`src/rtl/led_ctrl_pkg.sv`:
```
// rtl/led_ctrl_pkg.sv - shared states, mode encodings and LED end patterns for the sweep controller
package led_ctrl_pkg;

  typedef enum logic [1:0] {
    IDLE   = 2'd0,
    RUN    = 2'd1,
    PAUSED = 2'd2
  } state_t;

  localparam logic [1:0]  MODE_RIGHT  = 2'b00;
  localparam logic [1:0]  MODE_LEFT   = 2'b01;
  localparam logic [1:0]  MODE_BOUNCE = 2'b10;

  localparam logic [15:0] LED_MSB = 16'h8000;
  localparam logic [15:0] LED_LSB = 16'h0001;

endpackage

```
`src/rtl/led_tick_gen.sv`:
```
// rtl/led_tick_gen.sv - prescaler producing a one-cycle step tick with runtime-selectable period
module led_tick_gen #(
  parameter int FAST_DIV = 16777216,
  parameter int SLOW_DIV = 134217728,
  parameter int CNT_W    = 27
) (
  input  logic clk,
  input  logic rst,
  input  logic i_en,
  input  logic i_clr,
  input  logic i_speed,
  output logic o_tick
);

  logic [CNT_W-1:0] r_cnt;
  logic [CNT_W-1:0] w_last;

  assign w_last = i_speed ? CNT_W'(SLOW_DIV - 1) : CNT_W'(FAST_DIV - 1);

  // A clear in the same cycle restarts the period, so it also suppresses the tick.
  assign o_tick = i_en && !i_clr && (r_cnt == w_last);

  always_ff @(posedge clk) begin
    if (rst || i_clr) begin
      r_cnt <= '0;
    end else if (i_en) begin
      r_cnt <= (r_cnt == w_last) ? '0 : r_cnt + 1'b1;
    end
  end

endmodule

```
`src/rtl/led_sweep_controller.sv`:
```
// rtl/led_sweep_controller.sv - one-hot 16-LED sweep sequencer with start/pause/resume/abort control
module led_sweep_controller
  import led_ctrl_pkg::*;
#(
  parameter int FAST_DIV = 16777216,
  parameter int SLOW_DIV = 134217728,
  parameter int SWEEPS   = 4,
  parameter int CNT_W    = 27
) (
  input  logic        clk,
  input  logic        rst,
  input  logic        start,
  input  logic        stop,
  input  logic        speed,
  input  logic [1:0]  mode,
  output logic [15:0] led,
  output logic        busy,
  output logic        done
);

  localparam logic [15:0] SWEEP_LAST = 16'(SWEEPS - 1);

  state_t      r_state;
  logic [15:0] r_led;
  logic        r_dir;
  logic [1:0]  r_mode;
  logic [15:0] r_sweep_cnt;
  logic        r_done;
  logic        r_speed_q;

  state_t      w_state_nx;
  logic [15:0] w_led_nx;
  logic        w_dir_nx;
  logic [1:0]  w_mode_nx;
  logic [15:0] w_sweep_cnt_nx;
  logic        w_done_nx;
  logic        w_start_run;
  logic        w_tick;
  logic [15:0] w_step_led;
  logic        w_step_dir;
  logic        w_wrap;
  logic        w_last_sweep;

  led_tick_gen #(
    .FAST_DIV (FAST_DIV),
    .SLOW_DIV (SLOW_DIV),
    .CNT_W    (CNT_W)
  ) u_tick_gen (
    .clk     (clk),
    .rst     (rst),
    .i_en    (r_state == RUN),
    .i_clr   (w_start_run || (speed != r_speed_q)),
    .i_speed (speed),
    .o_tick  (w_tick)
  );

  // r_dir: 0 = moving right (towards LSB), 1 = moving left.
  always_comb begin
    w_step_led = r_led;
    w_step_dir = r_dir;
    w_wrap     = 1'b0;
    case (r_mode)
      MODE_LEFT: begin
        if (r_led == LED_MSB) begin
          w_step_led = LED_LSB;
          w_wrap     = 1'b1;
        end else begin
          w_step_led = r_led << 1;
        end
      end
      MODE_BOUNCE: begin
        if (!r_dir) begin
          if (r_led == LED_LSB) begin
            w_step_dir = 1'b1;
            w_step_led = 16'h0002;
          end else begin
            w_step_led = r_led >> 1;
          end
        end else if (r_led == LED_MSB) begin
          w_step_dir = 1'b0;
          w_step_led = 16'h4000;
          w_wrap     = 1'b1;
        end else begin
          w_step_led = r_led << 1;
        end
      end
      default: begin
        if (r_led == LED_LSB) begin
          w_step_led = LED_MSB;
          w_wrap     = 1'b1;
        end else begin
          w_step_led = r_led >> 1;
        end
      end
    endcase
  end

  assign w_last_sweep = (SWEEPS != 0) && (r_sweep_cnt == SWEEP_LAST);

  always_comb begin
    w_state_nx     = r_state;
    w_led_nx       = r_led;
    w_dir_nx       = r_dir;
    w_mode_nx      = r_mode;
    w_sweep_cnt_nx = r_sweep_cnt;
    w_done_nx      = 1'b0;
    w_start_run    = 1'b0;
    case (r_state)
      IDLE: begin
        w_led_nx = LED_MSB;
        if (start && !stop) begin
          w_start_run    = 1'b1;
          w_state_nx     = RUN;
          w_mode_nx      = (mode == MODE_LEFT || mode == MODE_BOUNCE) ? mode : MODE_RIGHT;
          w_led_nx       = (mode == MODE_LEFT) ? LED_LSB : LED_MSB;
          w_dir_nx       = (mode == MODE_LEFT);
          w_sweep_cnt_nx = '0;
        end
      end
      RUN: begin
        if (stop) begin
          w_state_nx = PAUSED;
        end else if (w_tick) begin
          if (w_wrap && w_last_sweep) begin
            w_state_nx = IDLE;
            w_led_nx   = LED_MSB;
            w_done_nx  = 1'b1;
          end else begin
            w_led_nx = w_step_led;
            w_dir_nx = w_step_dir;
            if (w_wrap && r_sweep_cnt != 16'hFFFF) begin
              w_sweep_cnt_nx = r_sweep_cnt + 16'd1;
            end
          end
        end
      end
      PAUSED: begin
        if (stop) begin
          w_state_nx = IDLE;
          w_led_nx   = LED_MSB;
        end else if (start) begin
          w_state_nx = RUN;
        end
      end
      default: begin
        w_state_nx = IDLE;
        w_led_nx   = LED_MSB;
      end
    endcase
  end

  always_ff @(posedge clk) begin
    if (rst) begin
      r_state     <= IDLE;
      r_led       <= LED_MSB;
      r_dir       <= 1'b0;
      r_mode      <= MODE_RIGHT;
      r_sweep_cnt <= '0;
      r_done      <= 1'b0;
      r_speed_q   <= 1'b0;
    end else begin
      r_state     <= w_state_nx;
      r_led       <= w_led_nx;
      r_dir       <= w_dir_nx;
      r_mode      <= w_mode_nx;
      r_sweep_cnt <= w_sweep_cnt_nx;
      r_done      <= w_done_nx;
      r_speed_q   <= speed;
    end
  end

  assign led  = r_led;
  assign busy = (r_state != IDLE);
  assign done = r_done;

endmodule

```
`config.mk`:
```
export PLATFORM = sky130hd
export DESIGN_NAME = led_sweep_controller
export DESIGN_NICKNAME = d
export VERILOG_FILES = /design/src/rtl/led_ctrl_pkg.sv /design/src/rtl/led_tick_gen.sv /design/src/rtl/led_sweep_controller.sv
export SDC_FILE = /design/constraint.sdc
export NUM_CORES = 1
export LEC_CHECK = 0
export ABC_AREA = 1
export BUFFER_PORTS_ARGS = -buffer_cell sky130_fd_sc_hd__buf_2
export CORE_MARGIN = 4
export CORE_UTILIZATION = 61
export CTS_CLUSTER_SIZE = 40
export DETAILED_ROUTE_END_ITERATION = 7
export GPL_TIMING_DRIVEN = 1
export PLACE_DENSITY_LB_ADDON = 0.12
export SLEW_MARGIN = 10
export SYNTH_ARGS = -nofsm -noshare
export SYNTH_HDL_FRONTEND = slang
export SYNTH_SLANG_ARGS = --single-unit
```
`constraint.sdc`:
```
create_clock -name clk -period 2.2 [get_ports clk]
set_input_delay 0.44 -clock clk [delete_from_list [all_inputs] [get_ports clk]]
set_output_delay 0.44 -clock clk [all_outputs]
set_load 0.01 [all_outputs]
```
Yosys cells after proc, flatten, opt, wreduce, memory -nomap -nowiden. Index checks and enable logic that the tools add are counted.

Shifts and indexed selects: 0. Equal/unequal tests: 22. Order comparisons: 0. Add/subtract/negate cells: 2. $mul: 0. Reductions and logical operators: 19. Multiplexer cells: 44. Div/mod/pow operators: 0. Bitwise gates (word level): 2.

Operators by type and width (number): $mux 16 (15); $pmux 16 s2 (2); $mux 27 (2); $pmux 16 s3 (1); $add 27x1->27 const B (1); $eq 27x27->1 (1); $add 16x1->16 const B (1); $eq 16x1->1 const B (1); $eq 16x16->1 const B (1); $eq 16x2->1 const B (1); $ne 16x16->1 const B (1); $mux 15 (1); $mux 2 (7); $ne 2x2->1 const B (7); $mux 1 (13); $reduce_and 6->1 (2); $ne 3x3->1 const B (3); $eq 2x1->1 const B (3); $eq 2x2->1 const B (3); $pmux 2 s3 (1); $logic_and 1x1->1 (5); $pmux 1 s2 (2); $reduce_and 4->1 (1); $reduce_bool 2->1 (2); other kinds (8) (12).

Bits in read-only memories: 0. Memory bits (writable): 0. Output and inout port bits: 18. Memories: 0. Bits in registers: 66. Bits of input ports: 7. Latch bits: 0.

Longest topological paths before layout. Gate-level depths: netlist (run 1).

Depth after elaboration: 11. Gate-level depth with buffers: 13. Gate-level depth less buffers: 13.

Cells and area by module. From an unflattened synthesis (run 1), not the netlist that was laid out.

Cells, all modules: 647. Area total of the unflattened synthesis: 4071.4 µm².

By module, submodules not included: led_sweep_controller (times used 1, area each 2611.3 µm², seq. area each 780.7 µm², cells an instance 439); led_tick_gen (times used 1, area each 1460.2 µm², seq. area each 540.5 µm², cells an instance 208).

Worst setup path before layout (run 1). No wires, ideal clock.

Kind: flip-flop to flip-flop. Start point: register r_mode[0]. End point: register r_sweep_cnt[0]. Path slack: 308 ps. Clock period less this slack: 1892 ps. Library setup time: 118 ps. Cell stages (with the launch flop): 12. Required time: 2082 ps. Arrival: 1775 ps. Buffers on the path: 1. Cell sequence: dfxtp_1 inv_1 ha_1 a21oi_1 nand4_1 nand2_1 nand3_1 nand3_4 nor2_4 buf_6 o21ai_1 nor2_1.

Cells in the longest elaborated chain, start to end: 5. Elaborated cells between the ends (all ways): 8. Those cells by class: eq/ne: 4; mux: 1; reduce/logical: 3.

Ends and longest elaborated chain: from (decl) (line led_sweep_controller.sv:26) `logic [1:0] r_mode;`; from (signal assigned) (line led_sweep_controller.sv:165) `r_mode <= w_mode_nx;`; $eq 2x2->1 or $eq 2x1->1 (tied branches) (line led_sweep_controller.sv:62) `case (r_mode)`; $pmux 1 s2 * (line led_sweep_controller.sv:62); $logic_and 1x1->1, on equally long branches (line led_sweep_controller.sv:131, led_sweep_controller.sv:124); $ne 2x2->1 (no source line); $reduce_and 6->1 (no source line) *; to (signal assigned) (line led_sweep_controller.sv:166) `r_sweep_cnt <= w_sweep_cnt_nx;`; to (decl) (line led_sweep_controller.sv:27) `logic [15:0] r_sweep_cnt;`.

Mark *: on every way between the ends. The rest lies on a longest branch, timed or not. A chain may end at the register's enable or synchronous reset.

Worst setup path after layout (run 1).
Start point: register u_tick_gen.r_cnt[0]. End point: register r_sweep_cnt[11].

Cells in the longest elaborated chain, start to end: 4.

Ends and longest elaborated chain: from (decl) (line led_tick_gen.sv:15) `logic [CNT_W-1:0] r_cnt;`; from (signal assigned) (line led_tick_gen.sv:27) `r_cnt <= (r_cnt == w_last) ? '0 : r_cnt + 1'b1;`; $eq 27x27->1 (line led_tick_gen.sv:21) `assign o_tick = i_en && !i_clr && (r_cnt == w_last);`; $logic_and 1x1->1 (line led_tick_gen.sv:21); $ne 2x2->1 (no source line); $reduce_and 6->1 (no source line).

Every way passes these cells.

==> results of run 1 <==
[timing repair]
action,CTS,global route
resized for setup,0,5
setup buffers,0,0
setup endpoints to repair,0,30
hold buffers,0,0
endpoints found under the hold margin,0,0
[final timing paths]
| path | start | end | slack, ps | cells past startpoint |
|---|---|---|---|---|
| min | speed | r_speed_q$_SDFF_PP0_ | 360 | 3 |
| min reg2reg | r_mode[1]$_SDFFE_PP0P_ | r_mode[1]$_SDFFE_PP0P_ | 490 | 2 |
| max reg2reg | u_tick_gen.r_cnt[0]$_SDFFE_PP0P_ | r_sweep_cnt[11]$_SDFFE_PP0P_ | 230 | 12 |
| max | u_tick_gen.r_cnt[0]$_SDFFE_PP0P_ | r_sweep_cnt[11]$_SDFFE_PP0P_ | 230 | 12 |
[worst register-to-register path, cell delays in order (launching register included)]
cell and delay, ps:
dfxtp_2 360, ha_2 200, nand2_1 60, nor2_1 120, nand3_1 120, nor3_1 160
nand3_1 130, nand2_2 160, nand3_4 100, nor2_4 120, buf_12 180, nand2_1 70
a21oi_1 120
[metrics by stage]
step	cells	power (mW)	utilization	setup slack (ps)
finish	678	3.00	0.708	235
CTS	678	3.02	0.706	183
global placement	662	1.74	0.663	247
floorplan	570	1.64	-	308
global route	678	3.13	0.708	1.77
detailed placement	662	1.75	0.663	226
[per-layer routing]
layer,routed length (µm),track usage
met2,4060,0.408
met5,0,0
met1,3680,0.301
met4,136,0.0793
met3,404,0.0390
[kinds of logic after synthesis]
| logic type | share of synthesized area |
|---|---|
| DFF | 0.353 |
| and+or+nand+nor | 0.406 |
| AOI/OAI and AO/OA | 0.102 |
| xor gates and xnor gates | 0.0491 |
| adders and majority gates | 0.0134 |
| buffers and inverters | 0.0768 |
[cell usage after synthesis, types with 3 or more instances]
library cell  number
dfxtp_1           66
nor2_1           114
nor3_1            16
xor2_1            13
inv_1             44
a211oi_1           3
o21bai_1           3
nand3_1           54
o21ai_0           16
buf_2              4
ha_1               4
xnor2_1            8
o211ai_1           4
nand4_1           14
a21oi_1           38
nand2_1          120
nor4_1             3
buf_6              3
nor2_2             6
clkbuf_1           8
inv_2              4
[power by group through the flow]
stage | combinational [mW] | clock (mW) | sequential [mW]
detailed placement | 0.419 | 0 | 1.33
global placement | 0.409 | 0 | 1.33
floorplan | 0.315 | 0 | 1.32
global route | 0.481 | 1.33 | 1.31
CTS | 0.421 | 1.30 | 1.30
finish | 0.422 | 1.27 | 1.30
[flip-flops by register name (all words and copies together), names as in the netlist]
name	cells
led	16
r_dir	1
r_mode	2
r_speed_q	1
r_sweep_cnt	16
r_state	2
u_tick_gen.r_cnt	27
done	1
[cell type report]
| type | instances | share of cell area |
|---|---|---|
| clock buffer | 10 | 0.0326 |
| clock inverter | 6 | 0.0270 |
| inverter | 49 | 0.0436 |
| multi-input combinational | 437 | 0.509 |
| sequential | 66 | 0.314 |
| tap | 75 | 0.0223 |
| timing repair buffer | 35 | 0.0510 |
==> impl_results.md, run 1 <==
* CP Class: reg -> reg
* Critical Path Max Stage Delay at 360 ps
* Via count at 3719
* DPL Wire Length at 5830 µm
* Peak VDD IR at 475 µV
* Worst path slowest cell: dfxtp_2
* Initial Util at 0.629
* IO Count at 25
* Seq/Total Area, Yosys at 0.353
* MaxCap Viol Count at 0
* Routed WL at 8280 µm
* Clk pwr share at 0.424
* Routed WL per cell at 12.2 µm
* Required @ worst endpoint at 2470 ps
* GRT Total Usage at 0.237
* Diodes inserted at 0
* Syn_nets at 581
* Vias per std cell at 5.49
* RSZ-0062 raised after global routing: false
* Initial antenna violation count at 0
* Crit-path cells: ha_2 > nand2_1 > nor2_1 > nand3_1 > nor3_1 > nand3_1 > nand2_2 > nand3_4 > nor2_4 > buf_12 > nand2_1 > a21oi_1
* #FFs+latches synth at 66
* Post-synth EDFFs at 0
* Top cells by area, synth: dfxtp_1 (35%), nand2_1 (12%), nor2_1 (11%), nand3_1 (7.2%), a21oi_1 (5.1%)
* Global-route wire length before repair at 14600 µm
* Pwr per Cell Area at 711 nW/µm²
* Synthesis warning total at 0
* Total grt overflow at 0
* Area growth from synthesis to layout at 12.6%
* Hold WS at 363 ps
* Residual DRC count at 0
* Port Buffers at 24
* Switching share of power at 0.273
* Share of layout cells above drive strength 1 at 0.128
* Initial drt markers at 343
* Worst EP arrival at 2240 ps
* Drt pass-1 iters at 5
* Final slew viol count at 0
* Post-Synthesis Cells at 570
* Final Instance Area at 4220 µm²
* Critical path fanouts, max at 30
* Synth Flop Type: dfxtp_1
* Max Freq at 509 MHz
* Crit start category: register
* Final hold violation count at 0
* Commonest non-fill, non-tap cell in the layout: nand2_1
* Most frequent cells in the layout: nand2_1 (120), nor2_1 (114), dfxtp_1 (64)
* Min Tclk post-route at 1970 ps
* Period Utilization, post-route at 0.893
* Reg clk slew, reported paths at 80 ps
* Status: complete, no violations
* H-tree depth at 3
* Delay-heaviest family, CP: simple AND/OR/NAND/NOR gates
* Fill cell count at 535
* Final setup vio count at 0
* Clock Skew at 7.07 ps
* Sequential share of power at 0.435
* Die Height at 86.4 µm
* Standard-cell row count at 28
* Gpl congestion at 0.892
* Clock Sinks at 66
* Async SR Flop Fraction at 0
* Placed cell areas at 3950 µm²
* Hold Path Class: in -> reg
* Switching pwr at 0.819 mW
* Die X at 86.4 µm
* Vias in the first global route at 3362
* Synth top area share at 0.353
* Max-slew headroom at 0.636
* Avg Cell Area, Syn at 6.57 µm²
* Worst skew pair latency at 340 ps
* Die area at 7460 µm²
* Sequential Area at 1320 µm²
* Largest net degree at the start of global routing at 31
* Pleak at 1.59 nW
* Number of buffers created by CTS at 9
* Int Power at 2.18 mW
* Mapped Area at 3750 µm²
* Multi-input gate area at 2150 µm²
* CP Capture Type: register
* Gate power share at 0.141
* Clock root buffer: clkbuf_8
* Core area at 5960 µm²
* Setup TNS at 0 ps
* Worst Max-Slew Pin Slew at 540 ps
* Fin nets at 609
* CTS max path bufs at 2
* CP bufs+invs at 1
* Yosys cell types at 38
* Post-synth top area cell: dfxtp_1
* Routed Antenna Nets at 0
* CTS tree: built
No activity file was read; power rests on OpenSTA's default activity.
==> run 2: changes to the inputs <==
--- a/config.mk
+++ b/config.mk
@@ -9,6 +9,7 @@
 export BUFFER_PORTS_ARGS = -buffer_cell sky130_fd_sc_hd__buf_2
 export CORE_MARGIN = 4
 export CORE_UTILIZATION = 61
+export CTS_BUF_LIST = sky130_fd_sc_hd__clkbuf_16
 export CTS_CLUSTER_SIZE = 40
 export DETAILED_ROUTE_END_ITERATION = 7
 export GPL_TIMING_DRIVEN = 1
==> impl_results.md, run 2 (synthesized netlist as in run 1, its figures left out) <==
* Status: complete, no violations
* Hold path start: speed
* Final hold violation count at 0 (unchanged)
* Share of layout cells above drive strength 1 at 0.131 (+0.00310)
* R2r startpoint: u_tick_gen.r_cnt[0]$_SDFFE_PP0P_
* Die Height at 86.4 µm (unchanged)
* Clk pwr share at 0.484 (+0.060)
* Max-slew headroom at 0.629 (-0.00675)
* Period Utilization, post-route at 0.905 (+0.0115)
* Gpl congestion at 0.892 (unchanged)
* Pwr per Cell Area at 780 nW/µm² (+9.8%)
* Reg with most FFs: u_tick_gen.r_cnt
* Routed WL at 8730 µm (+5.3%)
* Reg clk slew, reported paths at 60 ps (-20 ps)
* Initial drt markers at 292 (-15%)
* Setup TNS at 0 ps (unchanged)
* Global-route wire length before repair at 14700 µm (+0.47%)
* Worst Hold Depth at 3 (unchanged)
* Worst EP arrival at 2220 ps (-20 ps)
* Standard-cell row count at 28 (unchanged)
* IO Count at 25 (unchanged)
* Die X at 86.4 µm (unchanged)
* Routed Antenna Nets at 0 (unchanged)
* Most frequent cells in the layout: nand2_1 (119), nor2_1 (114), dfxtp_1 (64)
* Critical path fanouts, max at 15 (-50%)
* Initial antenna violation count at 0 (unchanged)
* Reg2reg path depth at 13 (+1)
* Gate power share at 0.130 (-0.011)
* Routed WL per cell at 12.8 µm (+5.2%)
* CP Capture Type: register
* Int Power at 2.50 mW (+15%)
* Peak VDD IR at 462 µV (-2.6%)
* Final setup vio count at 0 (unchanged)
* Non-Filler Instances at 679 (+0.15%)
* CTS max path bufs at 2 (unchanged)
* MaxCap Viol Count at 0 (unchanged)
* Via count at 3816 (+2.6%)
* Initial Util at 0.629 (unchanged)
* Largest net degree at the start of global routing at 31 (unchanged)
* Number of buffers created by CTS at 9 (unchanged)
* Hold Path End: r_speed_q$_SDFF_PP0_
* Max Freq at 502 MHz (-1.3%)
* CTS tree: built
* Vias per std cell at 5.62 (+2.5%)
* Worst Max-Slew Pin Slew at 550 ps (+10.0 ps)
* R2R setup slack at 210 ps (-30 ps)
* Final Instance Area at 4340 µm² (+2.8%)
* Diodes inserted at 0 (unchanged)
* Clock root buffer: clkbuf_16
* Fill cell count at 507 (-5.2%)
* Area growth from synthesis to layout at 15.7%
* Final slew viol count at 0 (unchanged)
* DPL Wire Length at 5830 µm (unchanged)
* Die area at 7460 µm² (unchanged)
* CP Class: reg -> reg
* Clock Skew at 4.29 ps (-2.78 ps)
* Switching pwr at 0.878 mW (+7.2%)
* Required @ worst endpoint at 2430 ps (-40 ps)
* Total grt overflow at 0 (unchanged)
* GRT Total Usage at 0.237 (about the same)
* Fin nets at 610 (+0.16%)
* Number of flip-flops in the largest register at 27 (unchanged)
* H-tree depth at 3 (unchanged)
* Port Buffers at 24 (unchanged)
* Crit start category: register
* Pleak at 1.64 nW (+3.1%)
* Clock Sinks at 66 (unchanged)
* RR Endpoint: r_sweep_cnt[1]$_SDFFE_PP0P_
* Switching share of power at 0.260 (-0.0137)
* Commonest non-fill, non-tap cell in the layout: nand2_1
* Core area at 5960 µm² (unchanged)
* Hold Path Class: in -> reg
* Sequential share of power at 0.387 (-0.048)
* Vias in the first global route at 3394 (+0.95%)
* RSZ-0062 raised after global routing: false
* Placed cell count at 662 (unchanged)
* Drt pass-1 iters at 5 (unchanged)
* Placed cell areas at 3950 µm² (unchanged)
* Min Tclk post-route at 1990 ps (+25.3 ps)
* Worst skew pair latency at 330 ps (about the same)
* Residual DRC count at 0 (unchanged)
run 2: changes by cell type in the layout (fill, tap and decap cells not counted), sizes merged:
cell | previous run | this run
clkinv | 2 | 3
run 2: what timing repair did:
action	CTS	global route
hold buffers	0	0
resized for setup	0	6
endpoints found under the setup margin	0	26
buffers inserted	0	0
run 2: layout make-up:
class                   instances  area [µm²]  area share
repair buffers                 36         240      0.0554
well taps                      75        93.8      0.0216
clock inverters                 7         118      0.0271
clock buffers                   9         225      0.0519
inverters                      49         184      0.0424
flip-flops and latches         66        1320       0.305
multi-input cells             437        2150       0.496
run 2: power by group through the flow:
stage / logic [mW] / clock network [mW] / registers, mW
finish: 0.438 / 1.64 / 1.31
global route: 0.493 / 1.69 / 1.32
CTS: 0.421 / 1.65 / 1.31
detailed placement: 0.419 / 0 / 1.33
global placement: 0.409 / 0 / 1.33
floorplan: 0.315 / 0 / 1.32
run 2: layer usage:
layer | track usage | routed length (µm)
met2 | 0.405 | 4200
met3 | 0.0304 | 540
met1 | 0.303 | 3790
met4 | 0.0935 | 195
met5 | 0 | 0
run 2: worst max path at each step:
stage / from / to / slack, ps / cells after the start
2_1_floorplan: r_mode[0]$_SDFFE_PP0P_ / r_sweep_cnt[0]$_SDFFE_PP0P_ / 310 / 11
3_3_place_gp: r_mode[0]$_SDFFE_PP0P_ / r_sweep_cnt[0]$_SDFFE_PP0P_ / 250 / 11
3_5_place_dp: u_tick_gen.r_cnt[0]$_SDFFE_PP0P_ / r_sweep_cnt[14]$_SDFFE_PP0P_ / 230 / 13
4_1_cts: u_tick_gen.r_cnt[0]$_SDFFE_PP0P_ / r_sweep_cnt[1]$_SDFFE_PP0P_ / 170 / 13
5_1_grt: u_tick_gen.r_cnt[0]$_SDFFE_PP0P_ / u_tick_gen.r_cnt[20]$_SDFFE_PP0P_ / 40 / 12
6_report: u_tick_gen.r_cnt[0]$_SDFFE_PP0P_ / r_sweep_cnt[1]$_SDFFE_PP0P_ / 210 / 13
run 2: critical path, stage by stage, from the launching register on:
cell and delay [ps]:
dfxtp_2 350, ha_2 200, nand2_1 60, nor2_1 120, nand3_1 130, nor3_2 130, nand3_1 130, nand2_2 160
nand3_4 100, nor2_4 190, buf_12 160, nand2_1 60, nand2_1 60, nor2_1 40
run 2: stage by stage:
step	power, mW	util	setup slack, ps	hold WS (ps)
after floorplan	1.64	-	308	455
after global placement	1.74	0.663	247	475
after detailed placement	1.75	0.663	226	482
after CTS	3.38	0.721	168	374
after global routing	3.50	0.728	35.7	388
final	3.38	0.728	210	378
